===== config.mk =====
export PLATFORM = sky130hd
export DESIGN_NAME = teclado_matriz
export DESIGN_NICKNAME = d
export VERILOG_FILES = /design/src/rtl/teclado_matriz.sv
export SDC_FILE = /design/constraint.sdc
export NUM_CORES = 1
export LEC_CHECK = 0
export ABC_AREA = 1
export CORE_MARGIN = 4
export CORE_UTILIZATION = 55
export DETAILED_ROUTE_END_ITERATION = 12
export PLACE_DENSITY_LB_ADDON = 0.08
export SYNTH_ARGS = -nofsm -noshare
export SYNTH_HDL_FRONTEND = slang
export SYNTH_SLANG_ARGS = --single-unit

===== constraint.sdc =====
create_clock -name clk -period 3.8 [get_ports clk]
set_input_delay 0.76 -clock clk [delete_from_list [all_inputs] [get_ports clk]]
set_output_delay 0.76 -clock clk [all_outputs]
set_load 0.005 [all_outputs]

===== src/rtl/teclado_matriz.sv =====
// Matrix keypad scanner: one-cold column drive, per-frame classification of
// closed keys, and a frame-rate debounce FSM that accepts one key at a time.
module teclado_matriz #(
  parameter int N_FILAS    = 4,
  parameter int N_COLS     = 4,
  parameter int DWELL      = 4,
  parameter int DEB_FRAMES = 3,
  localparam int CODE_W    = ($clog2(N_FILAS * N_COLS) < 1) ? 1 : $clog2(N_FILAS * N_COLS)
) (
  input  logic                clk,
  input  logic                rst_n,
  input  logic [N_FILAS-1:0]  filas,
  output logic [N_COLS-1:0]   columnas,
  output logic [CODE_W-1:0]   tecla,
  output logic                tecla_valida,
  output logic                tecla_activa,
  output logic                multi_err
);

  localparam int COL_W = (N_COLS > 1) ? $clog2(N_COLS) : 1;
  localparam int DW_W  = ($clog2(DWELL) < 1) ? 1 : $clog2(DWELL);
  localparam int CNT_W = ($clog2(DEB_FRAMES + 1) < 1) ? 1 : $clog2(DEB_FRAMES + 1);

  typedef enum logic [1:0] {IDLE, PRESS_DEB, HELD, REL_DEB} state_t;

  // Closed-key counts only need to distinguish 0, 1 and "2 or more".
  function automatic logic [1:0] sat_add2(input logic [1:0] a, input logic [1:0] b);
    logic [2:0] s;
    s = {1'b0, a} + {1'b0, b};
    return (s > 3'd2) ? 2'd2 : s[1:0];
  endfunction

  logic [COL_W-1:0]  col_p0;
  logic [DW_W-1:0]   dcnt_p0;
  logic [1:0]        acc_hits_p0;
  logic [CODE_W-1:0] acc_code_p0;

  logic              sample, last_col, frame_end;
  logic [1:0]        col_hits, frame_hits;
  logic [CODE_W-1:0] col_code, frame_code;
  logic              f_none, f_single, f_multi;

  state_t            state, state_n;
  logic [CNT_W-1:0]  cnt, cnt_n, cnt_inc;
  logic [CODE_W-1:0] cand, cand_n;
  logic              deb_done, accept;

  assign sample    = (dcnt_p0 == DW_W'(DWELL - 1));
  assign last_col  = (col_p0 == COL_W'(N_COLS - 1));
  assign frame_end = sample && last_col;
  assign columnas  = ~(N_COLS'(1) << col_p0);

  // Stage p0: scan position and classification of the column being sampled
  always_comb begin
    col_hits = 2'd0;
    col_code = '0;
    for (int r = 0; r < N_FILAS; r++) begin
      if (!filas[r]) begin
        col_hits = sat_add2(col_hits, 2'd1);
        col_code = CODE_W'(int'(col_p0) * N_FILAS + r);
      end
    end
  end

  assign frame_hits = sat_add2(acc_hits_p0, col_hits);
  assign frame_code = (col_hits == 2'd1) ? col_code : acc_code_p0;
  assign f_none     = frame_end && (frame_hits == 2'd0);
  assign f_single   = frame_end && (frame_hits == 2'd1);
  assign f_multi    = frame_end && (frame_hits == 2'd2);

  always_ff @(posedge clk) begin
    if (!rst_n) begin
      col_p0      <= '0;
      dcnt_p0     <= '0;
      acc_hits_p0 <= 2'd0;
      acc_code_p0 <= '0;
    end else if (sample) begin
      dcnt_p0 <= '0;
      if (last_col) begin
        col_p0      <= '0;
        acc_hits_p0 <= 2'd0;
        acc_code_p0 <= '0;
      end else begin
        col_p0      <= col_p0 + COL_W'(1);
        acc_hits_p0 <= frame_hits;
        acc_code_p0 <= frame_code;
      end
    end else begin
      dcnt_p0 <= dcnt_p0 + DW_W'(1);
    end
  end

  // Stage p1: debounce FSM, advanced only at frame end
  assign cnt_inc  = cnt + CNT_W'(1);
  assign deb_done = (cnt_inc == CNT_W'(DEB_FRAMES));

  always_comb begin
    state_n = state;
    cnt_n   = cnt;
    cand_n  = cand;
    accept  = 1'b0;
    if (frame_end) begin
      case (state)
        IDLE: begin
          if (f_single) begin
            cand_n = frame_code;
            if (DEB_FRAMES == 1) begin
              accept  = 1'b1;
              state_n = HELD;
              cnt_n   = '0;
            end else begin
              state_n = PRESS_DEB;
              cnt_n   = CNT_W'(1);
            end
          end
        end
        PRESS_DEB: begin
          if (f_single) begin
            if (frame_code == cand) begin
              if (deb_done) begin
                accept  = 1'b1;
                state_n = HELD;
                cnt_n   = '0;
              end else begin
                cnt_n = cnt_inc;
              end
            end else begin
              cand_n = frame_code;
              cnt_n  = CNT_W'(1);
            end
          end else begin
            state_n = IDLE;
            cnt_n   = '0;
          end
        end
        HELD: begin
          if (f_none) begin
            if (DEB_FRAMES == 1) begin
              state_n = IDLE;
              cnt_n   = '0;
            end else begin
              state_n = REL_DEB;
              cnt_n   = CNT_W'(1);
            end
          end
        end
        REL_DEB: begin
          if (f_none) begin
            if (deb_done) begin
              state_n = IDLE;
              cnt_n   = '0;
            end else begin
              cnt_n = cnt_inc;
            end
          end else begin
            state_n = HELD;
            cnt_n   = '0;
          end
        end
        default: begin
          state_n = IDLE;
          cnt_n   = '0;
        end
      endcase
    end
  end

  always_ff @(posedge clk) begin
    if (!rst_n) begin
      state        <= IDLE;
      cnt          <= '0;
      cand         <= '0;
      tecla        <= '0;
      tecla_valida <= 1'b0;
      multi_err    <= 1'b0;
    end else begin
      state        <= state_n;
      cnt          <= cnt_n;
      cand         <= cand_n;
      tecla_valida <= accept;
      multi_err    <= f_multi;
      if (accept) tecla <= frame_code;
    end
  end

  always_comb begin
    tecla_activa = (state == HELD) || (state == REL_DEB);
  end

endmodule


After elaboration in Yosys (flattened, before gate mapping)
Cells that the tools add are included.
- logic and storage cells: 95
- input bits: 6
- output and inout port bits: 11
- register bits after elaboration: 24
- bitwise gates (word level): 2
- add/sub/neg operators: 10
- $lt $le $gt $ge: 4
- muxes and demuxes: 39
- reductions and logical operators: 12
- equal/unequal tests: 17
- shifts and indexed selects: 1
- operators with widths (operator ; count):
    2-to-1 mux 2 bit ; 21
    2-to-1 mux 4 bit ; 9
    one-hot mux 2 bit (4 select lines) ; 2
    == test 2 bit, second input constant ; 6
    > comparator 3 x 2 -> 1 bit, second input constant ; 4
    adder 2 x 1 -> 3 bit, second input constant ; 3
    != test 3 bit, second input constant ; 3
    adder 4 x 2 -> 4 bit, second input constant ; 2
    != test 2 bit, second input constant ; 4
    one-hot mux 4 bit (2 select lines) ; 1
    adder 2 x 1 -> 2 bit, second input constant ; 3
    == test 2 x 1 -> 1 bit, second input constant ; 3
    2-to-1 mux 1 bit ; 6
    AND reduction 6 bit ; 1
    AND reduction 5 bit ; 1
    adder 4 x 1 -> 4 bit, second input constant ; 1
    == test 4 bit ; 1
    logical AND 1 bit ; 4
    logical NOT 2 bit ; 2
    inverter 4 bit ; 1
    left shift 1 x 2 -> 4 bit, first input constant ; 1
    adder 2 x 2 -> 3 bit ; 1
    AND reduction 3 bit ; 1
    nonzero test 2 bit ; 1
    3 further kinds ; 3

Depth between registers and ports, before layout
Gate-level depths: netlist of the first run.
- word-level depth: 21
- depth in mapped cells: 25
- gate-level depth less buffers: 25

Worst setup path before layout of the first run
No wires, ideal clock.
- kind: input to register
- start point: input port filas[1]
- end point: register state[0]
- buffers on the path: 0
- path slack: 0.568 ns
- data arrival time: 3.119 ns
- data required time: 3.687 ns
- stages: 24
- setup time: 0.113 ns
- cell sequence: inv_1 > ha_1 > inv_1 > nand2_1 > nand2_1 > nand2_4 > nand2_1 > inv_1 > ha_1 > inv_1 > fa_1 > nand2_1 > nor2_1 > inv_1 > nor2_1 > nand2_1 > inv_1 > nor3_1 > nor2_1 > inv_1 > nor2_1 > nand2_2 > o21ai_1 > inv_1
- word-level cells in the longest chain between the ends: 16
- elaborated cells between the ends (all ways): 31
- those cells by class: add/sub: 3; order compare: 3; eq/ne: 8; mux: 13; reduce/logical: 4
- ends and longest elaborated chain (what ; line ; text):
    from (decl) ; 12 ; input logic [N_FILAS-1:0] filas,
    2-to-1 mux 2 bit ; 58 ; if (!filas[r]) begin
    adder 2 x 1 -> 3 bit ; 29 ; s = {1'b0, a} + {1'b0, b};
    > comparator 3 x 2 -> 1 bit ; 30 ; return (s > 3'd2) ? 2'd2 : s[1:0];
    2-to-1 mux 2 bit ; 30 ;
    2-to-1 mux 2 bit ; 58 ;
    adder 2 x 1 -> 3 bit ; 29 ;
    > comparator 3 x 2 -> 1 bit ; 30 ;
    2-to-1 mux 2 bit ; 30 ;
    2-to-1 mux 2 bit ; 58 ;
    adder 2 x 2 -> 3 bit ; 29 ;
    > comparator 3 x 2 -> 1 bit ; 30 ;
    2-to-1 mux 2 bit ; 30 ;
    == test 2 x 1 -> 1 bit / logical NOT 2 bit (equally long branches) ; 68, 67 ;
    logical AND 1 bit, on equally long branches ; 68, 67 ;
    != test 3 bit (no line) (tied with other cells) ; -- ;
    AND reduction 6 bit (no line) / one-hot mux 2 bit (4 select lines) (equally long branches) ; -- ;
    to (signal assigned) ; 177 ; state <= state_n;
    to (decl) ; 43 ; state_t state, state_n;
Several ways; a longest one is shown, not always the timed one.
A chain may end at the register's enable or synchronous reset.

Final worst setup path of the first run
Ends and elaborated chain as after synthesis.

==> results of run 1 <==
[flip-flops by register name, indices dropped and copies added (netlist names)]
register	count
dcnt_p0	2
acc_hits_p0	2
acc_code_p0	4
cnt	2
col_p0	2
multi_err	1
tecla_valida	1
state	2
tecla	4
cand	4
[worst max-delay path, delay by kind of cell]
kind | cells | cell delay [ps]
AOI/OAI and AO/OA | 1 | 120
and+or+nand+nor | 12 | 1160
adders and majority gates | 3 | 900
buffers and inverters | 9 | 970
[cell usage in the layout, fill, tap and decap left out]
cell type	count
buf_4	7
inv_2	2
nor3_1	4
nor2_2	1
nor2_4	1
dfxtp_1	24
o21ai_0	7
nand2_1	52
nand4_1	7
nand3_2	2
clkbuf_4	3
o32ai_1	1
clkbuf_8	1
clkdlybuf4s50_1	16
o21a_1	1
fa_1	1
nand2_2	9
o21ai_1	1
nor2_1	27
nand4_4	1
inv_1	44
a21oi_1	9
nand3_4	1
a22oi_1	1
a31oi_1	1
and2_1	1
nand3_1	15
ha_1	9
nand2_4	1
[power by group through the flow]
stage                     clock, uW  sequential (uW)  combinational [uW]
after floorplan                   0              265                66.5
after global placement            0              265                93.7
after detailed placement          0              266                97.8
after CTS                       135              260                98.2
after global routing            149              261                 113
final                           135              260                 101
[through the flow]
stage,total power (uW),cell area (um^2),utilization [%]
after floorplan,331.4,1511,-
after global placement,359.0,1732,68.04
after detailed placement,363.6,1732,68.04
after CTS,493.4,1768,69.47
after global routing,522.8,1773,69.67
final,496.6,1773,69.67
[final timing paths]
kind | from | endpoint | slack [ps] | depth (start not counted)
worst max register to register | acc_hits_p0[0] | state[0] | 1430 | 16
worst min register to register | dcnt_p0[0] | dcnt_p0[0] | 430 | 1
worst max-delay path | filas[1] | state[0] | 140 | 25
worst min-delay path | dcnt_p0[0] | dcnt_p0[0] | 430 | 1
[cell families after synthesis]
kind of cell | Yosys count
AOI/OAI and AO/OA | 21
adders and majority gates | 10
buffers and inverters | 50
DFF | 24
and+or+nand+nor | 122
[final cells by class]
type                    instances  area [um^2]
repair buffers                 23        212.7
flip-flops and latches         24        480.5
inverters                      46        172.7
well taps                      30        37.54
clock buffers                   4        36.28
multi-input cells             153        833.3
fillers                       213        772.0
[per-layer routing]
layer,routed length (um),vias to the layer above,track usage (%)
met5,0,-,0
met1,1534,646,25.13
met2,1641,42,34.88
met3,138,0,3.191
li1,-,753,-
met4,0,0,5.573
==> flow_summary.yaml, run 1 <==
outcome:
  status: "finished clean"
yosys:
  synth_common_cells: "53 x nand2_1, 44 x inv_1, 28 x nor2_1"
  syn_nets: 243
  synth_top_family_by_area: "simple AND/OR/NAND/NOR gates"
  synth.distinct_cells: 26
  synth.avg_cell_area_um2: 6.658
  synth-compound-area-share_pct: 7.616
  synth_edf_count: 0
  synth.area.top_cells: "dfxtp_1 32%, nand2_1 13%, inv_1 11%, ha_1 7.5%, nor2_1 7.0%"
  synthCells: 227
  synthAdderAreaFrac_pct: 8.775
  yosys.area.top_type: "dfxtp_1"
  synth-seq-cells: 24
  ys_seq_area_share_pct: 31.79
  async_flop_share_pct: 0
  synth_xor_area_share_pct: 0
  synth_top_area_share_pct: 31.79
  synthFlopType: "dfxtp_1"
  ys_warn_count: 0
  yosys.area_share.simple_pct: 38.41
  yosysMostFrequentCell: "nand2_1"
  netlist_area_um2: 1511
  muxShareOfSynthArea_pct: 0
placement:
  gp_congestion: 0.8236
  dp_slack_ps: -143.8
  portBuffers: 16
  dp_cells: 276
  hpwl_um: 2557
sta:
  hold_violations: 0
  finalClockSkew_ps: 8.194
  worst-slew-pin-transition_ps: 515.7
  drv_slew: 0
  max_freq_mhz: 273.1
  slew_headroom_pct: 65.51
  fin_tns_setup_ps: 0
  setup_ws_ps: 138.7
  fin_crit_ps: 3661
  holdWs_ps: 430.4
  finalSetupViolations: 0
  post-route-period-util_pct: 96.35
power:
  cellPowerDensity_nw_per_um2: 280.1
  combPwrFrac_pct: 20.4
  power_leakage_uw: 0.0008366
  max-vdd-ir-drop_uv: 283.4
  p_switching_uw: 143.2
  p_int_uw: 353.4
  swShare_pct: 28.83
  power_frac_clock_pct: 27.2
  seqPwrFrac_pct: 52.4
die:
  core_area_um2: 2545
  die_w_um: 60.42
  start_util_pct: 59.39
  die_height_um: 60.42
  pin_count: 17
  dieArea_um2: 3651
  rows: 18
job:
  drv_cap: 0
final_layout:
  layout.nets: 267
  fin_cells: 280
  syn2layout_area_growth_pct: 17.30
  layout-drive-gt1-share_pct: 11.60
  n_antenna_cell: 0
clocking:
  cts_hold_buf: 0
  clockRootBuffer: "clkbuf_4"
  clk_pin_slew_ps: 130
  h-tree-depth: 1
  clock_latency_ps: 310
  cts_setup_buffers: 0
  cts.path.max_buffers: 2
  cts.sinks: 24
  cts_tree: "built"
  cts_resized: 0
  numCtsBuffers: 3
detailed_routing:
  drtIter0Drc: 106
  wl_per_cell_um: 11.84
  num_vias: 1441
  dr.pass1.iters: 4
  route.antenna.remaining_nets: 0
  wirelength_um: 3314
  viasPerCell: 5.146
  drc_errors: 0
worst_setup_path:
  cp_max_fo: 3
  cp.arrival_ps: 3880
  critical_path.most_common_cell: "inv_1"
  startpoint_type: "primary input"
  slowest_stage: "clkdlybuf4s50_1"
  required_ps: 4020
  worstSetupPathType: "in2reg"
  crit_path_max_incr_delay_ps: 490
  crit_path_end_kind: "flop"
global_routing:
  antenna_found_initial: 0
  grt_pass1_vias: 1398
  grt_max_degree: 14
  grt.total_usage_pct: 19.83
  grt-ovfl-total: 0
  grt_pass1_wl_um: 5664
worst_hold_path:
  min_path_type: "reg2reg"
Note: power is estimated with default switching activity, not from simulation.
==> inputs of run 2 (changes only) <==
--- a/config.mk
+++ b/config.mk
@@ -6,8 +6,10 @@
 export NUM_CORES = 1
 export LEC_CHECK = 0
 export ABC_AREA = 1
+export CELL_PAD_IN_SITES_DETAIL_PLACEMENT = 0
+export CELL_PAD_IN_SITES_GLOBAL_PLACEMENT = 1
 export CORE_MARGIN = 4
-export CORE_UTILIZATION = 55
+export CORE_UTILIZATION = 39
 export DETAILED_ROUTE_END_ITERATION = 12
 export PLACE_DENSITY_LB_ADDON = 0.08
 export SYNTH_ARGS = -nofsm -noshare
==> flow_summary.yaml, run 2 (synthesized netlist as in run 1, its figures left out) <==
outcome:
  status: "finished clean"
die:
  start_util_pct: 40.67
  die_height_um: 70.26
  core_area_um2: 3716
  rows: 22
  dieArea_um2: 4936
  pin_count: 17
  die_w_um: 70.26
sta:
  finalSetupViolations: 0
  max_freq_mhz: 279.8
  hold_violations: 0
  slew_headroom_pct: 64.11
  worst-slew-pin-transition_ps: 536.7
  drv_slew: 0
  finalClockSkew_ps: 4.278
  post-route-period-util_pct: 94.05
  holdWs_ps: 423.1
  fin_tns_setup_ps: 0
  fin_crit_ps: 3574
worst_setup_path:
  rrSetupSlack_ps: 1410
  crit_path_end_kind: "flop"
  slowest_stage: "clkdlybuf4s50_1"
  reg2reg_from: "acc_hits_p0[0]"
  startpoint: "filas[2]"
  startpoint_type: "primary input"
  crit_chain: "clkdlybuf4s50_1 > inv_2 > nand2_2 > nand2_2 > nand2_4 > nand2_1 > inv_1 > ha_1 > inv_1 > fa_1 > nand2_2 > nor2_4 > inv_1 > nor2_2 > nand2_1 > inv_2 > nor3_1 > nor2_1 > inv_2 > nor2_2 > nand2_2 > nand2_1 > nand2_1 > nor2_1"
  worstSetupPathType: "in2reg"
  reg2reg_to: "state[1]"
  crit_path_max_incr_delay_ps: 620
  worstRegToRegCells: 17
  endpoint: "state[1]"
  required_ps: 4010
  cp_max_fo: 7
  cp.arrival_ps: 3780
final_layout:
  final_common_cell: "nand2_1"
  layout_common_cells: "50 x nand2_1, 41 x inv_1, 25 x nor2_1, 24 x dfxtp_1"
  n_antenna_cell: 0
  layout-drive-gt1-share_pct: 16.60
  reg_top3: "acc_code_p0 (4), cand (4), tecla (4)"
  syn2layout_area_growth_pct: 23.68
  layout.nets: 270
  fin_cells: 301
clocking:
  clock_latency_ps: 260
  cts.sinks: 24
  numCtsBuffers: 3
  clk_pin_slew_ps: 90
  clockRootBuffer: "clkbuf_8"
  cts_hold_buf: 0
  cts.path.max_buffers: 2
  cts_tree: "built"
  h-tree-depth: 1
detailed_routing:
  wl_per_cell_um: 10.90
  route.antenna.remaining_nets: 0
  wirelength_um: 3282
  viasPerCell: 4.671
  num_vias: 1406
  drtIter0Drc: 62
  drc_errors: 0
  dr.pass1.iters: 4
job:
  drv_cap: 0
power:
  max-vdd-ir-drop_uv: 158.7
  combPwrFrac_pct: 19.7
  power_frac_clock_pct: 32.1
  p_switching_uw: 149.7
  cellPowerDensity_nw_per_um2: 288.0
  report.power.total_uw: 538.4
  power_leakage_uw: 0.0008720
  swShare_pct: 27.81
  seqPwrFrac_pct: 48.2
  p_int_uw: 388.7
placement:
  dp_cells: 295
  portBuffers: 16
  gp_congestion: 0.8549
  hpwl_um: 2504
global_routing:
  grt_pass1_vias: 1289
  antenna_found_initial: 0
  grt_max_degree: 14
  grt-ovfl-total: 0
  grt.total_usage_pct: 13.17
  grt_pass1_wl_um: 5464
worst_hold_path:
  min_path_type: "reg2reg"
## run 2: power by group through the flow
| stage | Sequential, uW | Combinational [uW] | Clock (uW) |
|---|---|---|---|
| finish | 260 | 106 | 173 |
| CTS | 260 | 101 | 179 |
| global placement | 265 | 96.8 | 0 |
| global route | 261 | 119 | 192 |
| floorplan | 265 | 66.5 | 0 |
| detailed placement | 266 | 100 | 0 |
## run 2: what timing repair did
action | CTS | global route
gates resized for setup | 0 | 15
buffers inserted | 0 | 2
setup endpoints to repair | 0 | 6
## run 2: worst min-delay path by stage
stage,start,end,slack (ps),depth (start not counted)
floorplan,dcnt_p0[0],dcnt_p0[0],400,1
CTS,dcnt_p0[0],dcnt_p0[0],430,1
detailed placement,dcnt_p0[0],dcnt_p0[0],420,1
global route,dcnt_p0[0],dcnt_p0[0],450,1
finish,dcnt_p0[0],dcnt_p0[0],420,1
global placement,dcnt_p0[0],dcnt_p0[0],410,1
## run 2: area by class of cell
type / count / area [um^2]
clock buffer: 4 / 55.05
multi-input combinational: 153 / 860.8
sequential: 24 / 480.5
timing repair buffer: 26 / 240.2
fill: 403 / 1847
inverter: 46 / 172.7
tap: 48 / 60.06
## run 2: per-layer routing
metal	vias to the layer above	routed length [um]	GRT usage, %
met5	-	0	0
met4	0	14	2.340
met3	2	80	2.446
met2	17	1554	22.35
met1	634	1633	17.45
li1	753	-	-
## run 2: per-stage QoR
step / util [%] / worst slack (ps) / cell area, um^2
2_1_floorplan: - / 568.0 / 1511
3_3_place_gp: 47.41 / -21.44 / 1762
3_5_place_dp: 47.41 / -141.1 / 1762
4_1_cts: 48.89 / 130.5 / 1817
5_1_grt: 50.30 / -5.291 / 1869
6_report: 50.30 / 226.2 / 1869
## run 2: critical path: cells and delay by family
kind / cells / cell delay (ps)
buffers and inverters: 7 / 990
AND/OR/NAND/NOR: 15 / 1340
adder cells (fa/ha/maj): 2 / 680
==> inputs of run 3 (changes only) <==
--- a/config.mk
+++ b/config.mk
@@ -15,3 +15,4 @@
 export SYNTH_ARGS = -nofsm -noshare
 export SYNTH_HDL_FRONTEND = slang
 export SYNTH_SLANG_ARGS = --single-unit
+export TNS_END_PERCENT = 10
==> results of run 3 <==
No change in the layout: final DEF, timing and power equal those of run 2.
